==> src/rtl/clock_display_pkg.sv <==
// Shared constants for the clock display scanner: digit count, digit slot
// indices and active-high seven-segment patterns ordered {g,f,e,d,c,b,a}.
package clock_display_pkg;

    localparam int unsigned NUM_DIGITS = 6;

    typedef enum logic [2:0] {
        DIG_SEC_ONES = 3'd0,
        DIG_SEC_TENS = 3'd1,
        DIG_MIN_ONES = 3'd2,
        DIG_MIN_TENS = 3'd3,
        DIG_HR_ONES  = 3'd4,
        DIG_HR_TENS  = 3'd5
    } digit_idx_e;

    localparam logic [6:0] SEG_0    = 7'h3F;
    localparam logic [6:0] SEG_1    = 7'h06;
    localparam logic [6:0] SEG_2    = 7'h5B;
    localparam logic [6:0] SEG_3    = 7'h4F;
    localparam logic [6:0] SEG_4    = 7'h66;
    localparam logic [6:0] SEG_5    = 7'h6D;
    localparam logic [6:0] SEG_6    = 7'h7D;
    localparam logic [6:0] SEG_7    = 7'h07;
    localparam logic [6:0] SEG_8    = 7'h7F;
    localparam logic [6:0] SEG_9    = 7'h6F;
    localparam logic [6:0] SEG_DASH = 7'h40;
    localparam logic [6:0] SEG_OFF  = 7'h00;

endpackage

==> src/rtl/bcd_to_7seg.sv <==
// Combinational BCD to active-high seven-segment decoder, {g,f,e,d,c,b,a}.
// Codes 10..15 render as a dash.
module bcd_to_7seg
    import clock_display_pkg::*;
(
    input  logic [3:0] bcd_i,
    output logic [6:0] seg_o
);

    // Digit glyph lookup; non-BCD codes fall through to the dash glyph
    always_comb begin
        seg_o = SEG_DASH;
        case (bcd_i)
            4'd0:    seg_o = SEG_0;
            4'd1:    seg_o = SEG_1;
            4'd2:    seg_o = SEG_2;
            4'd3:    seg_o = SEG_3;
            4'd4:    seg_o = SEG_4;
            4'd5:    seg_o = SEG_5;
            4'd6:    seg_o = SEG_6;
            4'd7:    seg_o = SEG_7;
            4'd8:    seg_o = SEG_8;
            4'd9:    seg_o = SEG_9;
            default: seg_o = SEG_DASH;
        endcase
    end

endmodule

==> src/rtl/clock_display_scanner.sv <==
// Six-digit multiplexed seven-segment scanner for an HH.MM.SS clock.
// Each frame begins with a snapshot of all six digits; each digit slot
// starts with a blank interval to suppress ghosting.
// Optional: define LEADING_ZERO_BLANK_EN to keep the hours-tens anode off
// whenever the snapshot hours-tens digit is zero.
module clock_display_scanner
    import clock_display_pkg::*;
#(
    parameter int unsigned REFRESH_DIV    = 100000,
    parameter int unsigned BLANK_CYCLES   = 1000,
    parameter bit          SEG_ACTIVE_LOW = 1'b1,
    parameter bit          AN_ACTIVE_LOW  = 1'b1
) (
    input  logic       clk,
    input  logic       rst,
    input  logic [3:0] sec_ones,
    input  logic [3:0] sec_tens,
    input  logic [3:0] min_ones,
    input  logic [3:0] min_tens,
    input  logic [3:0] hr_ones,
    input  logic [3:0] hr_tens,
    output logic [5:0] an,
    output logic [6:0] seg,
    output logic       dp,
    output logic       frame_tick
);

    localparam int unsigned    CNT_W    = (REFRESH_DIV > 2) ? $clog2(REFRESH_DIV) : 1;
    localparam logic [CNT_W-1:0] CNT_LAST = CNT_W'(REFRESH_DIV - 1);

    logic [CNT_W-1:0]                cnt_q, cnt_d;
    logic [2:0]                      idx_q, idx_d;
    logic [NUM_DIGITS-1:0][3:0]      shadow_q, shadow_d;
    logic                            snap;
    logic                            blank;
    logic [3:0]                      digit_sel;
    logic [6:0]                      seg_raw;
    logic [NUM_DIGITS-1:0]           an_act;
    logic [6:0]                      seg_act;
    logic                            dp_act;
    logic [NUM_DIGITS-1:0]           an_q;
    logic [6:0]                      seg_q;
    logic                            dp_q;
    logic                            frame_tick_q;

    assign snap  = (idx_q == DIG_SEC_ONES) && (cnt_q == '0);
    assign blank = (32'(cnt_q) < BLANK_CYCLES);

    // Slot counter and digit index advance
    always_comb begin
        cnt_d = cnt_q + CNT_W'(1);
        idx_d = idx_q;
        if (cnt_q == CNT_LAST) begin
            cnt_d = '0;
            idx_d = (idx_q == DIG_HR_TENS) ? 3'd0 : idx_q + 3'd1;
        end
    end

    // Frame-start snapshot of all six digits
    always_comb begin
        shadow_d = shadow_q;
        if (snap) begin
            shadow_d[DIG_SEC_ONES] = sec_ones;
            shadow_d[DIG_SEC_TENS] = sec_tens;
            shadow_d[DIG_MIN_ONES] = min_ones;
            shadow_d[DIG_MIN_TENS] = min_tens;
            shadow_d[DIG_HR_ONES]  = hr_ones;
            shadow_d[DIG_HR_TENS]  = hr_tens;
        end
    end

    // Select the current slot's digit; the snapshot is bypassed so the
    // frame's first slot already sees the freshly captured value
    always_comb begin
        digit_sel = '0;
        case (idx_q)
            DIG_SEC_ONES: digit_sel = shadow_d[DIG_SEC_ONES];
            DIG_SEC_TENS: digit_sel = shadow_d[DIG_SEC_TENS];
            DIG_MIN_ONES: digit_sel = shadow_d[DIG_MIN_ONES];
            DIG_MIN_TENS: digit_sel = shadow_d[DIG_MIN_TENS];
            DIG_HR_ONES:  digit_sel = shadow_d[DIG_HR_ONES];
            DIG_HR_TENS:  digit_sel = shadow_d[DIG_HR_TENS];
            default:      digit_sel = '0;
        endcase
    end

    bcd_to_7seg u_bcd_to_7seg (
        .bcd_i (digit_sel),
        .seg_o (seg_raw)
    );

    // Active-high anode, segment and separator values for the next cycle
    always_comb begin
        an_act = '0;
        for (int unsigned i = 0; i < NUM_DIGITS; i++) begin
            an_act[i] = !blank && (idx_q == 3'(i));
        end
        seg_act = blank ? SEG_OFF : seg_raw;
        dp_act  = !blank && ((idx_q == DIG_MIN_ONES) || (idx_q == DIG_HR_ONES));
`ifdef LEADING_ZERO_BLANK_EN
        if ((idx_q == DIG_HR_TENS) && (digit_sel == 4'd0)) begin
            an_act  = '0;
            seg_act = SEG_OFF;
        end
`else
`endif
    end

    // State registers and polarity-adjusted output registers
    always_ff @(posedge clk) begin
        if (rst) begin
            cnt_q        <= '0;
            idx_q        <= '0;
            shadow_q     <= '0;
            frame_tick_q <= 1'b0;
            an_q         <= {NUM_DIGITS{AN_ACTIVE_LOW}};
            seg_q        <= {7{SEG_ACTIVE_LOW}};
            dp_q         <= SEG_ACTIVE_LOW;
        end else begin
            cnt_q        <= cnt_d;
            idx_q        <= idx_d;
            shadow_q     <= shadow_d;
            frame_tick_q <= snap;
            an_q         <= an_act ^ {NUM_DIGITS{AN_ACTIVE_LOW}};
            seg_q        <= seg_act ^ {7{SEG_ACTIVE_LOW}};
            dp_q         <= dp_act ^ SEG_ACTIVE_LOW;
        end
    end

    assign an         = an_q;
    assign seg        = seg_q;
    assign dp         = dp_q;
    assign frame_tick = frame_tick_q;

endmodule

==> config.mk <==
export PLATFORM = sky130hd
export DESIGN_NAME = clock_display_scanner
export DESIGN_NICKNAME = d
export VERILOG_FILES = /design/src/rtl/clock_display_pkg.sv /design/src/rtl/bcd_to_7seg.sv /design/src/rtl/clock_display_scanner.sv
export SDC_FILE = /design/constraint.sdc
export NUM_CORES = 1
export LEC_CHECK = 0
export CELL_PAD_IN_SITES_DETAIL_PLACEMENT = 1
export CELL_PAD_IN_SITES_GLOBAL_PLACEMENT = 1
export CORE_AREA = 2 2 82 84
export DETAILED_ROUTE_END_ITERATION = 12
export DIE_AREA = 0 0 84 86
export PLACE_DENSITY = 0.91
export SLEW_MARGIN = 20
export SYNTH_ARGS = -nofsm -noshare
export SYNTH_HDL_FRONTEND = slang
export SYNTH_HIERARCHICAL = 1
export SYNTH_SLANG_ARGS = --single-unit
==> constraint.sdc <==
create_clock -name clk -period 4.25 [get_ports clk]
set_input_delay 0.425 -clock clk [delete_from_list [all_inputs] [get_ports clk]]
set_output_delay 0.425 -clock clk [all_outputs]
set_load 0.05 [all_outputs]
==> results.md, run 1 <==
- Hold EP: shadow_q[21]
- Max Freq: 296.6 MHz
- PortBufs: 40
- Clock sink count: 59
- Core ar.: 6277 um2
- Clk_lat worst skew: around 350 ps
- H-tree levels: 3
- Crit share post-route: 0.7932
- Postcts setup bufs: 0
- Min-Delay Path Depth: 2
- Setup Skew: between 10 and 15 ps
- Final Hold Fails: 0
- Die Area: 7224 um2
- Cell with the most instances after synthesis: dfxtp_1
- Min Clock Period, post-route: 3371 ps
- Critical-path cell list: inv_1 > ha_1 > nor4b_2 > nand2_1 > or3_4 > mux2i_1 > a2bb2oi_2 > a32oi_1 > inv_1 > ha_1 > mux2_2 > o22ai_1 > nand2_1
- Routed vias/inst: 5.138
- Avg Cell Area, Syn: 8.725 um2
- Ys flop type: dfxtp_1
- Placer congestion estimate: about 0.84
- RSZ-0062 raised after global routing: no
- # diodes: 0
- HP Class: reg -> reg
- Setup CP Type: reg -> reg
- Hpwl dp: 4.636 mm
- GRT Residual Overflow: 0
- Unique masters post-synth: 47
- Cell taking the most area after synthesis: dfxtp_1
- Final Hold Slack: 460.5 ps
- Worst Path Required: 4450 ps
- Worst-path clk slew: 70 ps
- DR vias: around 2,200
- Placed Cells: 406
- R2r endpoint: seg[3]
- Max-capacitance violation count: 0
- First-pass GRT wire length: 10.78 mm
- P per Cell Area: 376.7 nW/um2
- Filler cells: 747
- Sequential area share after synthesis: 0.4497
- TNS Setup: 0 ps
- # DRC: 0
- Die width: 84 um
- Total chip power: ~0.0012 W
- CP bufs+invs: 2
- Vias in the first global route: 2,306
- # hold bufs at CTS: 0
- Antenna violations before repair: 0
- Cell Area, Synth: 2626 um2
- Worst path max stage delay: 540 ps
- CP max-delay cell: a32oi_1
- Crit path max-delay family: simple AND/OR/NAND/NOR gates
- Initial DRC Count: 88
- Syn_nets: roughly 340
- Antenna Nets Post-Route: 0
- CP max FO: 20
- CTS Buf Count: 9
- Wire length per cell: 14.93 um
- Final core occ: 0.5131
- Starting Density: 0.4184
- Main area contributors after synthesis: dfxtp_1, nand2_1, nor2_1
- P_leak: 1.234 nW
- IO Pins: 41
- DR pass1 iterations: 4
- Worst reg-to-reg path cell count: 13
- Yosys top cell area share: 0.4497
- Synthesis-to-finish area growth: 22.63%
- Rows: 29
- List of most frequent post-synthesis cells: dfxtp_1, nand2_1, nor2_1, a21oi_1
- Arr. time, crit path: 3570 ps
- Register bit total from synthesis: about 60
- Slew Viols, Final: 0
- Worst flop-to-flop path startpoint: cnt_q[0]
- TritonCTS clock tree: yes
- GRT Total Usage: 0.1898
- YS warnings: 6
- Asr flop ratio synth: 0
- DRT Wirelength: 6.284 mm
- Max VDD drop: 0.2151 mV
- Largest net degree at the start of global routing: 33
- Reg2reg setup slack: approximately 880 ps
- Die extent in y: 86 um
- Mapped Cells: 301
- Worst setup EP type: flip-flop
- Status: complete, no violations
- CP Launch Type: flip-flop
- Share of cells above drive strength 1: 0.08430
- Clock buffer depth: 2
- Min-delay src: shadow_q[21]
- # setup viols final: 0
- Total Nets Final: 375
- Post-synth EDFFs: 0
- Final std cells w/o fill: approximately 420
- Worst-Margin Slew: 873.3 ps
- Post-CTS Resized: 0
- Worst slew margin: 0.4157
- Clock root cell: clkbuf_8
-- power breakdown --
part	internal [W]	total [W]	leakage [nW]	switching, W
Combinational	0.0000902	0.000191	0.666	0.000100
Sequential	0.000579	0.000592	0.481	0.0000134
Clock	0.000221	0.000430	0.0860	0.000209
Total	0.000890	0.00121	1.23	0.000323
-- worst max path at each step --
stage / from / endpoint / slack [ps] / cells after the start
2_1_floorplan: cnt_q[0] / seg[0] / 1300 / 14
3_3_place_gp: cnt_q[0] / seg[3] / 1100 / 13
3_5_place_dp: cnt_q[0] / seg[3] / 870 / 13
4_1_cts: cnt_q[0] / seg[3] / 850 / 13
5_1_grt: cnt_q[0] / seg[0] / 590 / 13
6_report: cnt_q[0] / seg[3] / 880 / 13
-- cell usage in the layout, fill, tap and decap left out, types with 6 or more instances in the layout --
cell type / netlist / routed
dfxtp_1: 59 / 59
nand2_1: 57 / 57
nor2_1: 40 / 40
clkdlybuf4s50_1: 0 / 40
a21oi_1: 16 / 16
inv_1: 11 / 11
mux2i_1: 11 / 11
clkbuf_8: 0 / 10
ha_1: 9 / 9
xor2_1: 8 / 8
o22ai_1: 7 / 7
o21ai_0: 6 / 6
xnor2_1: 6 / 6
-- tightest hold or removal path, delay by kind of cell, from the launching register on --
family / cells / cell delay [ps]
and+or+nand+nor: 1 / 50
DFF: 1 / 320
AOI/OAI and AO/OA: 1 / 50
-- layout make-up --
type	count	area, um2	area share
Multi-Input combinational cell	217	1326	0.4118
Sequential cell	59	1181	0.3667
Timing Repair Buffer	42	415.4	0.1290
Clock buffer	12	145.1	0.04507
Tap cell	77	96.34	0.02991
Inverter	11	41.29	0.01282
Clock inverter	3	15.01	0.004662
-- routing by layer --
layer | routed length (um) | GRT usage | up-vias
met2 | 3267 | 0.3469 | 35
met3 | 184 | 0.04331 | 13
met4 | 137 | 0.08798 | 0
met5 | 0 | 0 | -
li1 | - | - | 1080
met1 | 2696 | 0.2093 | 1035
-- cells by family after synthesis --
| kind of cell | Yosys count | synth area share |
|---|---|---|
| flip-flops | 59 | 0.4497 |
| AO/OA/AOI/OAI | 46 | 0.1148 |
| multiplexers | 14 | 0.05765 |
| adder cells (fa/ha/maj) | 9 | 0.04288 |
| AND/OR/NAND/NOR | 134 | 0.2430 |
| buffers and inverters | 25 | 0.04526 |
| XOR/XNOR | 14 | 0.04669 |
-- flip-flops by register name, summed over array words and instances (netlist names) --
register	flops
cnt_q	17
an	6
dp	1
seg	7
idx_q	3
frame_tick	1
shadow_q	24
-- metrics by stage --
step / setup WS (ps) / instance area, um2
floorplan: 1303 / 2626
CTS: 849.0 / 3221
finish: 878.9 / 3221
global route: 586.6 / 3221
detailed placement: 865.3 / 3060
global placement: 1103 / 3060
(Power assumes the default switching activity.)
==> run 2: changes to the inputs <==
--- a/config.mk
+++ b/config.mk
@@ -7,10 +7,10 @@
 export LEC_CHECK = 0
 export CELL_PAD_IN_SITES_DETAIL_PLACEMENT = 1
 export CELL_PAD_IN_SITES_GLOBAL_PLACEMENT = 1
-export CORE_AREA = 2 2 82 84
+export CORE_AREA = 2 2 89 91
 export DETAILED_ROUTE_END_ITERATION = 12
-export DIE_AREA = 0 0 84 86
-export PLACE_DENSITY = 0.91
+export DIE_AREA = 0 0 91 93
+export PLACE_DENSITY = 0.83
 export SLEW_MARGIN = 20
 export SYNTH_ARGS = -nofsm -noshare
 export SYNTH_HDL_FRONTEND = slang
==> constraint.sdc (replaced) <==
create_clock -name clk -period 3.1 [get_ports clk]
set_input_delay 0.31 -clock clk [delete_from_list [all_inputs] [get_ports clk]]
set_output_delay 0.31 -clock clk [all_outputs]
set_load 0.05 [all_outputs]
==> results.md, run 2 (same netlist as run 1, synthesis figures left out) <==
- Worst-Margin Slew: 897.8 ps (+24.59 ps)
- Final Hold Fails: 0 (unchanged)
- Setup Skew: 6.982 ps (-4.385 ps)
- CP max FO: 11 (-45%)
- Worst Path Required: 3300 ps (-1150 ps)
- Max VDD drop: 0.2161 mV (+0.43%)
- # diodes: 0 (unchanged)
- Design area: 3412 um2 (+5.9%)
- CP max-delay cell: or3_4
- Worst-path clk slew: 70 ps (about the same)
- Synthesis-to-finish area growth: 29.92%
- Max Freq: 339.4 MHz (+14%)
- Wire length per cell: 15.00 um (+0.52%)
- Worst path max stage delay: 490 ps (-50 ps)
- P per Cell Area: 545.4 nW/um2 (+45%)
- Vias in the first global route: 2,378 (+3.1%)
- H-tree levels: 3 (unchanged)
- Core ar.: 7527 um2 (+20%)
- Most common cell after layout, fill and taps aside: dfxtp_1
- Hpwl dp: 4.903 mm (+5.8%)
- First-pass GRT wire length: 11.30 mm (+4.8%)
- Worst setup EP type: flip-flop
- HP Class: reg -> reg
- Placed inst area: 3122 um2 (+2.0%)
- Antenna Nets Post-Route: 0 (unchanged)
- Clock buffer depth: 2 (unchanged)
- Largest net degree at the start of global routing: 32 (-3.0%)
- Total chip power: 0.001861 W (+53%)
- Crit path max-delay family: simple AND/OR/NAND/NOR gates
- Max FFs per register: 24 (unchanged)
- Placer congestion estimate: 0.7487 (-11%)
- CP bufs+invs: 1 (-1)
- GRT Total Usage: 0.1694 (-0.02040)
- IO Pins: 41 (unchanged)
- Antenna violations before repair: 0 (unchanged)
- Clk_lat worst skew: 340 ps (about the same)
- Clock root cell: clkbuf_8
- TritonCTS clock tree: yes
- Starting Density: 0.3489 (-0.06947)
- CP Launch Type: flip-flop
- GRT Residual Overflow: 0 (unchanged)
- RSZ-0062 raised after global routing: no
- Rows: 32 (+10%)
- Post-route setup slack: 153.3 ps (-725.7 ps)
- DRT Wirelength: 6.857 mm (+9.1%)
- Die extent in y: 93 um (+8.1%)
- Min Clock Period, post-route: 2947 ps (-424.3 ps)
- Final std cells w/o fill: 457 (+8.6%)
- DR vias: 2,220 (+2.6%)
- Total Nets Final: 385 (+2.7%)
- Setup CP Type: reg -> reg
- # setup viols final: 0 (unchanged)
- Placement Setup Slack: 152.3 ps (-713.0 ps)
- DR pass1 iterations: 4 (unchanged)
- Critical-path cell list: inv_1 > ha_1 > nor4b_4 > nand2_2 > or3_4 > mux2_4 > o2bb2ai_1 > o31a_2 > mux2_2 > o22ai_1 > nand2_1
- Max-capacitance violation count: 0 (unchanged)
- Worst slew margin: 0.3992 (-0.01645)
- Share of cells above drive strength 1: 0.1268 (+0.04246)
- Routed vias/inst: 4.858 (-5.4%)
- Die width: 91 um (+8.3%)
- Largest Register: shadow_q
- Status: complete, no violations
- Slew Viols, Final: 0 (unchanged)
- Most frequent cells in the layout: dfxtp_1, nand2_1, nor2_1, clkdlybuf4s50_1, a21oi_1
- Arr. time, crit path: 3150 ps (-420 ps)
- Initial DRC Count: 100 (+14%)
- Die Area: 8463 um2 (+17%)
- Placed Cells: 435 (+7.1%)
- # DRC: 0 (unchanged)
- CTS Buf Count: 9 (unchanged)
- TNS Setup: 0 ps (unchanged)
- P_leak: 1.320 nW (+7.0%)
- PortBufs: 40 (unchanged)
- Crit share post-route: 0.9506 (+0.1574)
- Clock sink count: 59 (unchanged)
run 2: final timing paths:
check               startpoint  slack (ps)  depth (start not counted)      endpoint
setup / recovery      cnt_q[0]         150                         11        seg[3]
hold / removal    shadow_q[20]         460                          2  shadow_q[20]
setup reg to reg      cnt_q[0]         150                         11        seg[3]
hold reg to reg   shadow_q[20]         460                          2  shadow_q[20]
run 2: routing by layer:
metal	GRT usage	up-vias	part of all wire
met3	0.04190	14	0.031
met2	0.2975	36	0.51
met5	0	-	0
li1	-	1109	-
met4	0.08586	0	0.019
met1	0.1911	1061	0.44
run 2: what timing repair did:
| item | in CTS | in global routing |
|---|---|---|
| hold buffers | 0 | 0 |
| endpoints found under the setup margin | 0 | 4 |
| setup buffers | 0 | 5 |
| resized for setup | 0 | 4 |
run 2: report_power, final:
part / total, W / internal (W) / switching, W
sequential: 0.000811 / 0.000793 / 0.0000178
combinational: 0.000304 / 0.000153 / 0.000151
clock: 0.000745 / 0.000434 / 0.000312
total: 0.00186 / 0.00138 / 0.000481
run 2: metrics by stage:
step                hold slack [ps]    util
finish                        458.8  0.4533
global route                  482.1  0.4533
CTS                           463.4  0.4430
detailed placement            454.2  0.4147
global placement              440.3  0.4147
floorplan                     431.2       -
run 2: cell type report:
type	instances	area (um2)
fillers	923	4115
multi-input cells	218	1354
flip-flops and latches	59	1181
repair buffers	51	495.5
clock buffers	12	165.2
well taps	102	127.6
clock inverters	4	47.55
inverters	11	41.29
run 2: worst min-delay path: cells and delay by family, from the launching register on:
family / cells / cell delay, ps
flip-flops: 1 / 310
AO/OA/AOI/OAI: 1 / 50
AND/OR/NAND/NOR: 1 / 50
==> run 3: changes to the inputs <==
--- a/config.mk
+++ b/config.mk
@@ -7,10 +7,11 @@
 export LEC_CHECK = 0
 export CELL_PAD_IN_SITES_DETAIL_PLACEMENT = 1
 export CELL_PAD_IN_SITES_GLOBAL_PLACEMENT = 1
-export CORE_AREA = 2 2 89 91
+export CORE_AREA = 2 2 85 95
 export DETAILED_ROUTE_END_ITERATION = 12
-export DIE_AREA = 0 0 91 93
+export DIE_AREA = 0 0 87 97
 export PLACE_DENSITY = 0.83
+export RECOVER_POWER = 25
 export SLEW_MARGIN = 20
 export SYNTH_ARGS = -nofsm -noshare
 export SYNTH_HDL_FRONTEND = slang
==> results.md, run 3 (same netlist as run 1, synthesis figures left out) <==
- Status: complete, no violations
- Design area: 3378 um2 (-0.99%)
- Most frequent cells in the layout: dfxtp_1, nand2_1, nor2_1, clkdlybuf4s50_1, a21oi_1
- Synthesis-to-finish area growth: 28.63%
- CP max FO: 11 (unchanged)
- Worst-Margin Slew: 571.1 ps (-326.7 ps)
- Final core occ: 0.4571 (+0.003794)
- # diodes: 0 (unchanged)
- DR pass1 iterations: 4 (unchanged)
- Crit share post-route: 0.9587 (+0.008123)
- Hpwl dp: 4.706 mm (-4.0%)
- Max Freq: 336.5 MHz (-0.85%)
- Max VDD drop: 0.2404 mV (+11%)
- Total net switching power: 0.0004869 W (+1.3%)
- Worst setup EP type: flip-flop
- Placer congestion estimate: 0.7610 (+1.6%)
- Total Nets Final: 387 (+0.52%)
- Switching Share: 0.2674 (+0.009112)
- GRT Residual Overflow: 0 (unchanged)
- H-tree levels: 3 (unchanged)
- Share of cells above drive strength 1: 0.1317 (+0.004892)
- Min Clock Period, post-route: 2972 ps (+25.18 ps)
- DR vias: 2,231 (+0.50%)
- Slew Viols, Final: 0 (unchanged)
- Max-capacitance violation count: 0 (unchanged)
- Starting Density: 0.3553 (+0.006438)
- Antenna Nets Post-Route: 0 (unchanged)
- DRT Wirelength: 6.822 mm (-0.51%)
- Setup CP Type: reg -> reg
- Comb power frac: 0.163 (about the same)
- Final Hold Slack: 453.6 ps (-5.120 ps)
- Rows: 33 (+3.1%)
- IO Pins: 41 (unchanged)
- Clk_lat worst skew: 350 ps (about the same)
- Clock root cell: clkbuf_8
- Clock sink count: 59 (unchanged)
- P_leak: 1.292 nW (-2.2%)
- CP max-delay cell: o31a_1
- Final std cells w/o fill: 444 (-2.8%)
- Die width: 87 um (-4.4%)
- TritonCTS clock tree: yes
- # DRC: 0 (unchanged)
- Vias in the first global route: 2,287 (-3.8%)
- Worst slew margin: 0.6161 (+0.2169)
- CP Launch Type: flip-flop
- Antenna violations before repair: 0 (unchanged)
- # setup viols final: 0 (unchanged)
- HP Class: reg -> reg
- Clock buffer depth: 2 (unchanged)
- Max FFs per register: 24 (unchanged)
- Arr. time, crit path: 3200 ps (+50 ps)
- Setup Skew: 8.100 ps (+1.117 ps)
- Min-Delay Path Depth: 2 (unchanged)
- # hold bufs at CTS: 0 (unchanged)
- PortBufs: 40 (unchanged)
- Die extent in y: 97 um (+4.3%)
- Wire length per cell: 15.36 um (+2.4%)
- Largest net degree at the start of global routing: 33 (+3.1%)
- Clk pwr share: 0.392 (-0.009)
- Worst-path clk slew: 60 ps (about the same)
- Core ar.: 7391 um2 (-1.8%)
- Flop pwr share: 0.445 (+0.009)
- First-pass GRT wire length: 10.81 mm (-4.3%)
- Placed Cells: 419 (-3.7%)
- Placed inst area: 3095 um2 (-0.84%)
- Die Area: 8439 um2 (-0.28%)
- Worst reg-to-reg path cell count: 12 (+1)
- Most common cell after layout, fill and taps aside: dfxtp_1
- Reg2reg setup slack: 130 ps (-30 ps)
- Worst path max stage delay: 420 ps (-70 ps)
- CTS Buf Count: 9 (unchanged)
- Initial DRC Count: 68 (-32%)
- Largest Register: shadow_q
- Critical-path cell list: inv_1 > ha_1 > nor4b_2 > nand2_2 > nor3_4 > buf_4 > mux2i_1 > o21ai_0 > o31a_1 > mux2_2 > o22ai_1 > nand2_1
- Routed vias/inst: 5.025 (+3.4%)
- Worst Path Required: 3330 ps (+30 ps)
- Final Hold Fails: 0 (unchanged)
- P per Cell Area: 538.9 nW/um2 (-1.2%)
- Power Internal: 0.001334 W (-3.4%)
- GRT Total Usage: 0.1644 (-0.005022)
- Filler cells: 871 (-5.6%)
==> run 3: worst max-delay path, delay by kind of cell (launching register included) <==
family	cells	cell delay, ps
AO/OA/AOI/OAI	3	700
adder cells (fa/ha/maj)	1	140
buffers and inverters	2	250
flip-flops	1	350
multiplexers	2	560
AND/OR/NAND/NOR	4	850
==> run 3: power by group through the flow <==
| stage | clock network (W) | logic [W] | registers [W] |
|---|---|---|---|
| after floorplan | 0 | 0.000190 | 0.000827 |
| after global placement | 0 | 0.000256 | 0.000825 |
| after detailed placement | 0 | 0.000267 | 0.000827 |
| after CTS | 0.000733 | 0.000270 | 0.000810 |
| after global routing | 0.000771 | 0.000330 | 0.000815 |
| final | 0.000713 | 0.000297 | 0.000811 |
==> run 3: routing by layer <==
layer,up-vias,wire length (um),track usage
met2,42,3544,0.2754
met1,1073,2919,0.1986
met5,-,0,0
met4,0,104,0.06490
li1,1108,-,-
met3,8,254,0.04010
==> run 3: final cells by class <==
cell class	count	area, um2	area share
multi-input combinational	219	1354	0.4007
clock buffer	10	137.6	0.04074
sequential	59	1181	0.3496
inverter	11	41.29	0.01222
clock inverter	6	65.06	0.01926
timing repair buffer	52	490.5	0.1452
tap	87	108.9	0.03222
==> run 3: path summary, 6_finish.rpt <==
kind,startpoint,endpoint
min reg2reg,shadow_q[20],shadow_q[20]
max,cnt_q[0],seg[0]
min,shadow_q[20],shadow_q[20]
max reg2reg,cnt_q[0],seg[0]
==> run 3: metrics by stage <==
step	power, W	setup slack (ps)	setup TNS, ps
2_1_floorplan	0.001018	153.0	0
3_3_place_gp	0.001081	303.0	0
3_5_place_dp	0.001094	153.6	0
4_1_cts	0.001813	108.3	0
5_1_grt	0.001915	-77.01	-278.3
6_report	0.001821	128.1	0
==> run 3: what timing repair did <==
item | in CTS | in global routing
resized for setup | 0 | 4
endpoints found under the setup margin | 0 | 3
buffers inserted | 0 | 7
